File: config.mk
export PLATFORM = sky130hd
export DESIGN_NAME = adc16dv160_input_read
export DESIGN_NICKNAME = d
export VERILOG_FILES = /design/src/rtl/adc16dv160_input_read.sv
export SDC_FILE = /design/constraint.sdc
export NUM_CORES = 1
export LEC_CHECK = 0
export BUFFER_PORTS_ARGS = -buffer_cell sky130_fd_sc_hd__buf_4
export CORE_ASPECT_RATIO = 0.9
export CORE_UTILIZATION = 40
export CTS_CLUSTER_SIZE = 14
export DETAILED_ROUTE_END_ITERATION = 10
export PLACE_DENSITY = 0.81
export SKIP_CTS_REPAIR_TIMING = 1
export SYNTH_ARGS = -nofsm -noshare
export SYNTH_HDL_FRONTEND = slang
export SYNTH_SLANG_ARGS = --single-unit
File: constraint.sdc
create_clock -name ACLK -period 1.7 [get_ports ACLK]
set_input_delay 0.085 -clock ACLK [delete_from_list [all_inputs] [get_ports ACLK]]
set_output_delay 0.085 -clock ACLK [all_outputs]
set_load 0.03 [all_outputs]
File: src/rtl/adc16dv160_input_read.sv
// AXI4-Lite read channel for the adc16dv160_input register block: config readback, sticky status, ID.
// Optional: ADC16DV160_INPUT_RD_SLVERR_EN makes unmapped reads return SLVERR instead of OKAY.
module adc16dv160_input_read #(
   parameter logic [31:0] ID_VALUE = 32'hAD16_0001
) (
   input  logic        ACLK,
   input  logic        ARESETN,
   input  logic [31:0] ARADDR,
   input  logic        ARVALID,
   output logic        ARREADY,
   output logic [31:0] RDATA,
   output logic [1:0]  RRESP,
   output logic        RVALID,
   input  logic        RREADY,
   input  logic [31:0] dsize,
   input  logic        cr_test,
   input  logic        cr_rt,
   input  logic        cr_ls,
   input  logic [15:0] ls_thr,
   input  logic [31:0] ls_n,
   input  logic        st_busy,
   input  logic        st_done_set,
   input  logic        st_ovf_set,
   output logic [1:0]  o_dbg_state
);

   localparam logic [7:0] AXI_ADDR_CR     = 8'h00;
   localparam logic [7:0] AXI_ADDR_DSIZE  = 8'h04;
   localparam logic [7:0] AXI_ADDR_LS_THR = 8'h08;
   localparam logic [7:0] AXI_ADDR_LS_N   = 8'h0C;
   localparam logic [7:0] AXI_ADDR_SR     = 8'h10;
   localparam logic [7:0] AXI_ADDR_ID     = 8'h14;

   localparam logic [1:0] RESP_OKAY   = 2'b00;
   localparam logic [1:0] RESP_SLVERR = 2'b10;

   typedef enum logic [1:0] {
      S0 = 2'd0,
      S1 = 2'd1,
      S2 = 2'd2
   } state_t;

   // Handshake: AR completes on the S1 cycle (ARREADY high while ARVALID is held);
   // R completes on the first S2 cycle with RREADY high. RDATA/RRESP are frozen in S2.
   state_t      r_state;
   state_t      w_next_state;
   logic [31:0] r_rdata;
   logic [1:0]  r_rresp;
   logic        r_done;
   logic        r_ovf;
   logic [31:0] w_rdata;
   logic [1:0]  w_rresp;
   logic        w_sr_clr;
   logic        w_unused;

   assign w_unused = ^ARADDR[31:8];

   always_ff @(posedge ACLK or negedge ARESETN) begin
      if (!ARESETN) begin
         r_state <= S0;
      end else begin
         r_state <= w_next_state;
      end
   end

   always_comb begin
      w_next_state = r_state;
      case (r_state)
         S0:      if (ARVALID) w_next_state = S1;
         S1:      w_next_state = S2;
         S2:      if (RREADY) w_next_state = S0;
         default: w_next_state = S0;
      endcase
   end

   always_comb begin
      ARREADY = 1'b0;
      RVALID  = 1'b0;
      case (r_state)
         S1:      ARREADY = 1'b1;
         S2:      RVALID  = 1'b1;
         default: ;
      endcase
   end

   always_comb begin
      w_rdata = 32'h0;
      w_rresp = RESP_OKAY;
      case (ARADDR[7:0])
         AXI_ADDR_CR:     w_rdata = {28'h0, cr_ls, cr_rt, cr_test, 1'b0};
         AXI_ADDR_DSIZE:  w_rdata = dsize;
         AXI_ADDR_LS_THR: w_rdata = {16'h0, ls_thr};
         AXI_ADDR_LS_N:   w_rdata = ls_n;
         AXI_ADDR_SR:     w_rdata = {29'h0, r_ovf, r_done, st_busy};
         AXI_ADDR_ID:     w_rdata = ID_VALUE;
         default: begin
`ifdef ADC16DV160_INPUT_RD_SLVERR_EN
            w_rresp = RESP_SLVERR;
`else
            w_rresp = RESP_OKAY;
`endif
         end
      endcase
   end

   always_ff @(posedge ACLK or negedge ARESETN) begin
      if (!ARESETN) begin
         r_rdata <= 32'h0;
         r_rresp <= RESP_OKAY;
      end else if (r_state == S1) begin
         r_rdata <= w_rdata;
         r_rresp <= w_rresp;
      end
   end

   // A set pulse coinciding with the clear wins, so the event is seen by the next SR read.
   assign w_sr_clr = (r_state == S1) && (ARADDR[7:0] == AXI_ADDR_SR);

   always_ff @(posedge ACLK or negedge ARESETN) begin
      if (!ARESETN) begin
         r_done <= 1'b0;
         r_ovf  <= 1'b0;
      end else begin
         r_done <= st_done_set | (r_done & ~w_sr_clr);
         r_ovf  <= st_ovf_set  | (r_ovf  & ~w_sr_clr);
      end
   end

   assign RDATA       = r_rdata;
   assign RRESP       = r_rresp;
   assign o_dbg_state = r_state;

endmodule

==> out/qor.yml <==
finalHoldViolCount: 0
yosysWarnings: 0
async_flop_share_pct: 100
fmaxAchievable_mhz: 657
clk_pin_slew_worst_paths_ns: 0.07
hold_class: "primary input to flip-flop"
syn_avg_cell_area_um2: 9.48
synth-seq-cells: 36
crit_fanout: 24
skew_ns: 0.00292
setup_tns_ns: 0
fillCellCount: 450
critical_path.max_stage_delay_ns: 0.37
grt_pass1_wl_um: 9960
pin_count: 160
drt-total-wl_um: 6080
outcome: "finished clean"
critical_path.endpoint_type: "output pin"
dieArea_mm2: 0.00544
rsz0062_at_grt: "false"
synthCells: 217
routed_via_density: 5.01
synth_cell_types: 39
maxCapViolCount: 0
route.detailed.drc: 0
nets: 474
required_ns: 1.62
h-tree-depth: 2
via_count: 2089
cp_common_cell: "buf_4"
synth_top_area_share_pct: 43.8
worst_path_max_delay_cell: "dfrtp_1"
grt_use_total_pct: 23.6
fin_crit_ns: 1.52
dp_hpwl_um: 4750
die_y_um: 70.1
io_buffers: 133
wl_per_cell_um: 14.6
diodes: 0
place_area_mm2: 0.00305
clk_latency_ns: 0.28
start_kind: "flip-flop"
die_w_um: 77.6
synth.most_common_cell: "dfrtp_1"
ys_top_cells_by_count: "dfrtp_1, nand2_1, mux2i_1, o21ai_0"
p_sw_w: 0.000693
setup_viol: 0
swShare_pct: 30.7
drive_gt1_share_pct: 45.5
crit_path_cell_trace: "nand2b_2, buf_4, inv_1, buf_4"
finalInstanceArea_mm2: 0.00319
synth_area_leaders: "dfrtp_1, mux2i_1, nand2_1"
syn_to_final_growth_pct: 54.9
start_util_pct: 42.1
finalMaxSlewViolations: 0
clkPwrFrac_pct: 28.6
intPower_w: 0.00157
netlist_area_mm2: 0.00206
grt_overflow_total: 0
p_leak_nw: 1.60
first_pass_iters: 4
yosysTopAreaCell: "dfrtp_1"
cts_buffers: 5
synth-edff-count: 0
ir_drop_mv: 0.428
worst-setup-path-type: "flip-flop to output pin"
p_per_area_mw_per_mm2: 708
rows: 24
grt_max_degree: 37
fp.coreArea_mm2: 0.00489
cts_tree: "built"
clock-sinks: 36
cp.arrival_ns: 1.44
cts_root_buf: "clkbuf_8"
cts_buffer_depth: 2
p_comb_share_pct: 31.0
dr.first_iter.drc_count: 70
synth_ff_type: "dfrtp_1"
antenna_found_initial: 0
power_frac_seq_pct: 40.5
grt_pass1_vias: 2212
place_congestion: 0.744
postRouteAntennaNets: 0
fin_crit_sh_pct: 89.6
ys_seq_area_share_pct: 43.8
[metal layers]
| layer | global-route usage (%) | share of wire [%] | up-vias |
|---|---|---|---|
| met1 | 28.0 | 41 | 975 |
| met5 | 0 | 0 | - |
| met4 | 9.01 | 1.6 | 0 |
| met2 | 42.0 | 52 | 75 |
| li1 | - | - | 1031 |
| met3 | 4.71 | 5.3 | 8 |
[flip-flops by register name, indices dropped and copies added (netlist names)]
name	cells
r_done	1
r_ovf	1
RDATA	32
o_dbg_state	2
[power groups by stage]
stage | clock, W | sequential [W] | combinational (W)
floorplan | 0 | 0.000994 | 0.000323
global placement | 0 | 0.000929 | 0.000682
detailed placement | 0 | 0.000930 | 0.000693
CTS | 0.000664 | 0.000913 | 0.000695
global route | 0.000694 | 0.000921 | 0.000759
finish | 0.000645 | 0.000914 | 0.000699
[worst paths after layout]
path | from | to | slack, ns | cells after the start
max | o_dbg_state[1] | ARREADY | 0.18 | 4
min | RREADY | o_dbg_state[1] | 0.007 | 2
max reg2reg | o_dbg_state[1] | RDATA[25] | 0.19 | 4
min reg2reg | o_dbg_state[1] | o_dbg_state[0] | 0.48 | 1
max in group asynchronous | ARESETN | RDATA[24] | 1.06 | 2
min in group asynchronous | ARESETN | RDATA[8] | 0.32 | 2
[worst max-delay path: cells and delay by family (launching register included)]
kind	cells	cell delay, ns
simple gates	1	0.23
flops	1	0.37
buf+inv	3	0.55
[metrics by stage]
step           utilization (%)  instances  power, W  hold WS (ns)  worst slack [ns]
6_report                  65.1        417   0.00226       0.00732             0.178
5_1_grt                   65.1        417   0.00237        0.0173            0.0393
4_1_cts                   64.4        414   0.00227        -0.238            0.0310
3_5_place_dp              62.4        407   0.00162        0.0682            0.0607
3_3_place_gp              62.4        407   0.00161        0.0665             0.118
2_1_floorplan                -        218   0.00132        -0.211            0.0810
[layout by cell type (no fill, tap or decap), drive strengths merged, types with 2 or more instances in the layout]
| cell | n |
|---|---|
| nor4 | 2 |
| mux2i | 24 |
| clkbuf | 7 |
| o21ai | 33 |
| a21oi | 14 |
| o22ai | 9 |
| dfrtp | 36 |
| inv | 4 |
| nor2b | 8 |
| dlygate4sd3 | 3 |
| buf | 142 |
| nand2b | 2 |
| nor3 | 14 |
| conb | 2 |
| a21o | 2 |
| nor2 | 2 |
| nand2 | 34 |
| nand3b | 2 |
[layout make-up]
class / count / area [um^2] / share of cell area (%)
clock buffers: 7 / 96.3 / 3.02
inverters: 5 / 18.8 / 0.589
multi-input cells: 159 / 995 / 31.2
flip-flops and latches: 36 / 901 / 28.3
well taps: 65 / 81.3 / 2.55
repair buffers: 145 / 1100 / 34.4
[cells by family (layout without fill, tap and decap cells)]
logic type             after synthesis  after routing  share of synthesized area, %
and+or+nand+nor                     71             71                          18.2
DFF                                 36             36                          43.8
other                                1              2                         0.182
buffers and inverters               23            157                          8.45
AOI/OAI and AO/OA                   61             61                          16.6
muxes                               25             25                          12.8
(Power assumes the default switching activity.)
